===== src/rtl/fn1_udiv_pkg.sv =====
`default_nettype none
// ============================================================================
// Module      : fn1_udiv_pkg
// Description : Shared widths, counter sizing and FSM state encoding for the
//               sequential 31/17 unsigned divider.
// Revision    : 1.0 - initial release
// ============================================================================
package fn1_udiv_pkg;

  localparam int DIVIDEND_W = 31;              // dividend / full quotient width
  localparam int DIVISOR_W  = 17;              // divisor / remainder width
  localparam int QUOT_W     = 15;              // quotient bits presented on dout
  localparam int PR_W       = DIVISOR_W + 1;   // partial remainder incl. shift-in bit
  localparam int CNT_W      = 5;               // enough to count 30 down to 0

  localparam logic [CNT_W-1:0] CNT_INIT = CNT_W'(DIVIDEND_W - 1);

  typedef enum logic [1:0] {
    S_IDLE = 2'd0,
    S_CALC = 2'd1,
    S_DONE = 2'd2
  } state_t;

endpackage : fn1_udiv_pkg
`default_nettype wire


===== src/rtl/fn1_udiv_step.sv =====
`default_nettype none
// ============================================================================
// Module      : fn1_udiv_step
// Description : One combinational restoring-division step: shift a dividend
//               bit into the partial remainder and subtract the divisor when
//               that does not borrow.
// Revision    : 1.0 - initial release
// ============================================================================
module fn1_udiv_step
  import fn1_udiv_pkg::*;
(
  input  logic [PR_W-1:0]      pr_i,
  input  logic                 dbit_i,
  input  logic [DIVISOR_W-1:0] divisor_i,
  output logic [PR_W-1:0]      pr_o,
  output logic                 qbit_o
);

  logic [PR_W-1:0] shift_w;
  logic [PR_W:0]   diff_w;
  logic            unused_pr_msb;

  // The MSB is shifted out every step; after a successful subtract the
  // remainder is always below the divisor, so nothing of value is lost.
  assign unused_pr_msb = pr_i[PR_W-1];

  assign shift_w = {pr_i[PR_W-2:0], dbit_i};
  assign diff_w  = {1'b0, shift_w} - {2'b00, divisor_i};
  assign qbit_o  = ~diff_w[PR_W];
  assign pr_o    = qbit_o ? diff_w[PR_W-1:0] : shift_w;

endmodule : fn1_udiv_step
`default_nettype wire


===== src/rtl/fn1_div_udiv_31ns_17ns_15_seq.sv =====
`default_nettype none
// ============================================================================
// Module      : fn1_div_udiv_31ns_17ns_15_seq
// Description : Sequential unsigned divider, 31-bit dividend / 17-bit divisor,
//               one restoring step per enabled cycle. Presents quotient bits
//               [14:0], the remainder, an overflow flag for the upper
//               quotient bits and a divide-by-zero flag.
//               Optional build macro FN1_UDIV_DIV0_CHECK_EN: when defined, a
//               zero divisor bypasses the iteration and finishes in one cycle.
// Revision    : 1.0 - initial release
// ============================================================================
module fn1_div_udiv_31ns_17ns_15_seq
  import fn1_udiv_pkg::*;
#(
  parameter logic [31:0] ID = 32'd1
) (
  input  logic                  clk,
  input  logic                  reset,
  input  logic                  ce,
  input  logic                  start,
  input  logic [DIVIDEND_W-1:0] din0,
  input  logic [DIVISOR_W-1:0]  din1,
  output logic                  ready,
  output logic                  done,
  output logic [QUOT_W-1:0]     dout,
  output logic [DIVISOR_W-1:0]  rem,
  output logic                  ovf,
  output logic                  div0
);

  state_t                  state_q, state_d;
  logic [CNT_W-1:0]        cnt_q;
  logic [DIVIDEND_W-1:0]   dividend_q;
  logic [DIVISOR_W-1:0]    divisor_q;
  logic [PR_W-1:0]         pr_q;
  logic [DIVIDEND_W-1:0]   quot_q;
  logic [QUOT_W-1:0]       dout_q;
  logic [DIVISOR_W-1:0]    rem_q;
  logic                    ovf_q;
  logic                    div0_q;
  logic                    done_q;

  logic [PR_W-1:0]         pr_next_w;
  logic                    qbit_w;
  logic                    div0_start_w;
  logic                    div0_now_w;
  logic [31:0]             unused_id;

  assign unused_id = ID;

`ifdef FN1_UDIV_DIV0_CHECK_EN
  assign div0_start_w = (din1 == '0);
  assign div0_now_w   = (divisor_q == '0);
`else
  assign div0_start_w = 1'b0;
  assign div0_now_w   = 1'b0;
`endif

  fn1_udiv_step u_step (
    .pr_i      (pr_q),
    .dbit_i    (dividend_q[cnt_q]),
    .divisor_i (divisor_q),
    .pr_o      (pr_next_w),
    .qbit_o    (qbit_w)
  );

  // State register; ce freezes the FSM, reset overrides ce.
  always_ff @(posedge clk) begin
    if (reset) begin
      state_q <= S_IDLE;
    end else if (ce) begin
      state_q <= state_d;
    end
  end

  // Next-state: accept start only in IDLE, iterate until the counter hits 0.
  always_comb begin
    state_d = state_q;
    unique case (state_q)
      S_IDLE:  if (start) state_d = div0_start_w ? S_DONE : S_CALC;
      S_CALC:  if (cnt_q == '0) state_d = S_DONE;
      S_DONE:  state_d = S_IDLE;
      default: state_d = S_IDLE;
    endcase
  end

  // Datapath: operand capture, restoring iteration and result latching.
  always_ff @(posedge clk) begin
    if (reset) begin
      cnt_q      <= '0;
      dividend_q <= '0;
      divisor_q  <= '0;
      pr_q       <= '0;
      quot_q     <= '0;
      dout_q     <= '0;
      rem_q      <= '0;
      ovf_q      <= 1'b0;
      div0_q     <= 1'b0;
      done_q     <= 1'b0;
    end else if (ce) begin
      done_q <= 1'b0;
      case (state_q)
        S_IDLE: begin
          if (start) begin
            dividend_q <= din0;
            divisor_q  <= din1;
            cnt_q      <= CNT_INIT;
            // A zero divisor preloads the saturated result so the DONE
            // state can latch every outcome the same way.
            if (div0_start_w) begin
              quot_q <= '1;
              pr_q   <= {1'b0, din0[DIVISOR_W-1:0]};
            end else begin
              quot_q <= '0;
              pr_q   <= '0;
            end
          end
        end
        S_CALC: begin
          pr_q   <= pr_next_w;
          quot_q <= {quot_q[DIVIDEND_W-2:0], qbit_w};
          if (cnt_q != '0) cnt_q <= cnt_q - 1'b1;
        end
        S_DONE: begin
          done_q <= 1'b1;
          dout_q <= quot_q[QUOT_W-1:0];
          rem_q  <= pr_q[DIVISOR_W-1:0];
          ovf_q  <= |quot_q[DIVIDEND_W-1:QUOT_W];
          div0_q <= div0_now_w;
        end
        default: ;
      endcase
    end
  end

  assign ready = (state_q == S_IDLE);
  assign done  = done_q;
  assign dout  = dout_q;
  assign rem   = rem_q;
  assign ovf   = ovf_q;
  assign div0  = div0_q;

endmodule : fn1_div_udiv_31ns_17ns_15_seq
`default_nettype wire


===== config.mk =====
export PLATFORM = sky130hd
export DESIGN_NAME = fn1_div_udiv_31ns_17ns_15_seq
export DESIGN_NICKNAME = d
export VERILOG_FILES = /design/src/rtl/fn1_udiv_pkg.sv /design/src/rtl/fn1_udiv_step.sv /design/src/rtl/fn1_div_udiv_31ns_17ns_15_seq.sv
export SDC_FILE = /design/constraint.sdc
export NUM_CORES = 1
export LEC_CHECK = 0
export ABC_AREA = 1
export ABC_CLOCK_PERIOD_IN_PS = 2930
export CORE_MARGIN = 8
export CORE_UTILIZATION = 45
export DETAILED_ROUTE_END_ITERATION = 8
export PLACE_DENSITY_LB_ADDON = 0.05
export RECOVER_POWER = 25
export SYNTH_ARGS = -nofsm -noshare
export SYNTH_HDL_FRONTEND = slang
export SYNTH_HIERARCHICAL = 1
export SYNTH_SLANG_ARGS = --single-unit

===== constraint.sdc =====
create_clock -name clk -period 2.93 [get_ports clk]
set_input_delay 0.586 -clock clk [delete_from_list [all_inputs] [get_ports clk]]
set_output_delay 0.586 -clock clk [all_outputs]
set_load 0.01 [all_outputs]

==> metrics.md <==
| Metric | Value |
|---|---|
| Outcome | completed |
| Synthesized area per cell | 6.89 sq um |
| Count of input and output buffers | 86 |
| Count of boundary I/O pins | 88 |
| Maximum clock rate | 0.361 GHz |
| Endpoints failing hold | 0 |
| R2R Path Start | cnt_q[0] |
| Number of buffers created by CTS | 17 |
| Pin count of the biggest net entering global routing | 90 |
| Number of antenna violations at the first check in global routing | 0 |
| Headroom to the max-slew limit | 0.312 |
| Signed area change from the synthesized netlist to the final layout | 28.2% |
| Post-route insts no fill | 1229 |
| Site row count | 44 |
| Number of instances in the placed design | 1194 |
| Number of DRC violations after detailed routing | 0 |
| Ratio of routed vias to standard cells | 4.98 |
| Die area | 18700 sq um |
| Setup Crit Path Kind | flip-flop to flip-flop |
| Number of filler instances in the final layout | 1392 |
| Net count after synthesis | 1022 |
| Inserted Diodes | 0 |
| Buffers from clock root to sink, at most | 2 |
| Reg-to-reg setup timing slack | 160 ps |
| R2R Path End | pr_q[13] |
| Worst hold path stage count | 2 |
| Clock tree from TritonCTS | yes |
| Most frequent cells in the layout | nand2_1, dfxtp_1, a21oi_1, nor2_1, clkdlybuf4s50_1 |
| Synth Cell Area | 6550 sq um |
| Final period demand of the worst path | 2770 ps |
| WL per Instance | 14.3 microns |
| Path type of the worst min-delay path | flip-flop to flip-flop |
| Most common cell after layout, fill and taps aside | nand2_1 |
| Clock latency on the worst-skew pair | 410 ps |
| Part of the cycle the worst path needs | 0.946 |
| Height of the die | 137 microns |
| Arr. time, crit path | 3110 ps |
| Final core utilization | 0.585 |
| Unrepaired setup endpoints after global routing | yes |
| Half-perimeter wire length after placement | 11900 microns |
| CORE AREA | 14400 sq um |
| First drt pass iteration count | 5 |
| Post-detailed-routing wire length | 17500 microns |
| Die Width | 137 microns |
| Total number of vias | 6122 |
| Required time of the worst setup path | 3270 ps |
| Critical Path Start Type | flip-flop |
| H-tree depth reported by CTS | 4 |
| Final Max Tran Viols | 0 |
| Number of global-route vias before repair | 5783 |
| Hold path startpoint | dividend_q[24] |
| Reported max-cap violation count | 0 |
| Layout Nets | 1103 |
| Worst vdd ir | 0.373 mV |
| Power density cells | 625 nW/um^2 |
| CTS Sinks | 137 |
| GRT Util Overall | 0.189 |
| CP Capture Type | flip-flop |
| Total congestion overflow after global routing | 0 |
| Total power after layout | 5.25 mW |
| Post-route antenna net violation count | 0 |
| Number of warning messages in the yosys log | 6 |
| Wire length of the first global-routing pass | 28600 microns |
| Cells after synthesis | 951 |
| Iteration-0 DRC Markers | 398 |
| Setup Skew | 7.36 ps |
| CP max FO | 7 |
| Root buffer cell | clkbuf_16 |
| Final Setup Violations | 0 |
| Initial cell density of the core | 0.456 |
| Slew at the pin closest to its max-slew limit | 1030 ps |
| Worst Reg2Reg Path Length in Cells | 25 |
| GP Congestion | 0.880 |
| Clock slew at reported path FFs | 60 ps |
| Terminating pin of the worst hold path | dividend_q[24] |
| Leak Pwr | 3.55 nW |
| Proportion of layout cells with a drive suffix above 1 | 0.126 |
## routing by layer
metal	vias up	global-route usage	wire [microns]
li1	3215	-	-
met5	-	0	0
met1	2775	0.268	9030
met4	0	0.0494	132
met2	124	0.271	7320
met3	8	0.0551	1050
## worst max-delay path by stage
stage               startpoint  endpoint  slack [ps]  cells past startpoint
floorplan             cnt_q[0]   pr_q[9]         100                     25
global placement      cnt_q[0]  pr_q[16]          60                     23
detailed placement    cnt_q[0]   pr_q[0]           7                     24
CTS                   cnt_q[0]  pr_q[11]          30                     26
global route          cnt_q[0]   pr_q[0]         -40                     23
finish                cnt_q[0]  pr_q[13]         160                     25
## worst max-delay path: stages (launching register included)
cell,delay (ps)
dfxtp_4,380
buf_8,150
nand2_2,70
nand3_2,80
nand4_1,100
nand3_2,80
nand3_2,80
nand2_2,70
inv_2,80
ha_4,150
inv_4,40
fa_2,360
nand2_2,80
nand2_2,60
nand3_2,60
nand2_2,60
nand2_2,70
nand2_2,50
nand2_1,60
nand2_2,90
inv_4,110
clkbuf_16,150
nand2_2,40
nand2_1,60
nand2_1,60
a21oi_2,120
## where the power goes
group          leakage [nW]  internal, mW  switching [mW]  total, mW
registers              1.11          1.93          0.0519       1.98
clock network         0.295          1.27           0.872       2.15
logic                  2.14         0.479           0.647       1.13
total                  3.55          3.68            1.57       5.25
## flip-flops by register name (all words and copies together) (netlist names)
register,count
cnt_q,5
dividend_q,31
divisor_q,17
done,1
dout,15
ovf,1
pr_q,17
quot_q,31
rem,17
state_q,2
## timing repair
item	4_1_cts	5_1_grt
cloned	0	1
resized for setup	1	53
hold buffers	0	0
setup buffers	0	2
pin swaps	0	35
endpoints found under the setup margin	15	18
## through the flow
stage	TNS [ps]	hold WS, ps	setup slack, ps	area, sq um
4_1_cts	0	455	33.5	8180
6_report	0	453	157	8400
5_1_grt	-297	465	-40.3	8400
3_5_place_dp	0	448	6.55	7590
3_3_place_gp	0	442	63.7	7590
2_1_floorplan	0	429	99.8	6550
## cell type report
type | count | area (sq um) | area share
flip-flops and latches | 137 | 2750 | 0.328
clock inverters | 15 | 165 | 0.0197
clock buffers | 17 | 425 | 0.0506
inverters | 79 | 304 | 0.0362
multi-input cells | 683 | 3370 | 0.402
repair buffers | 114 | 1150 | 0.137
well taps | 184 | 230 | 0.0274
Note: power is estimated with default switching activity, not from simulation.
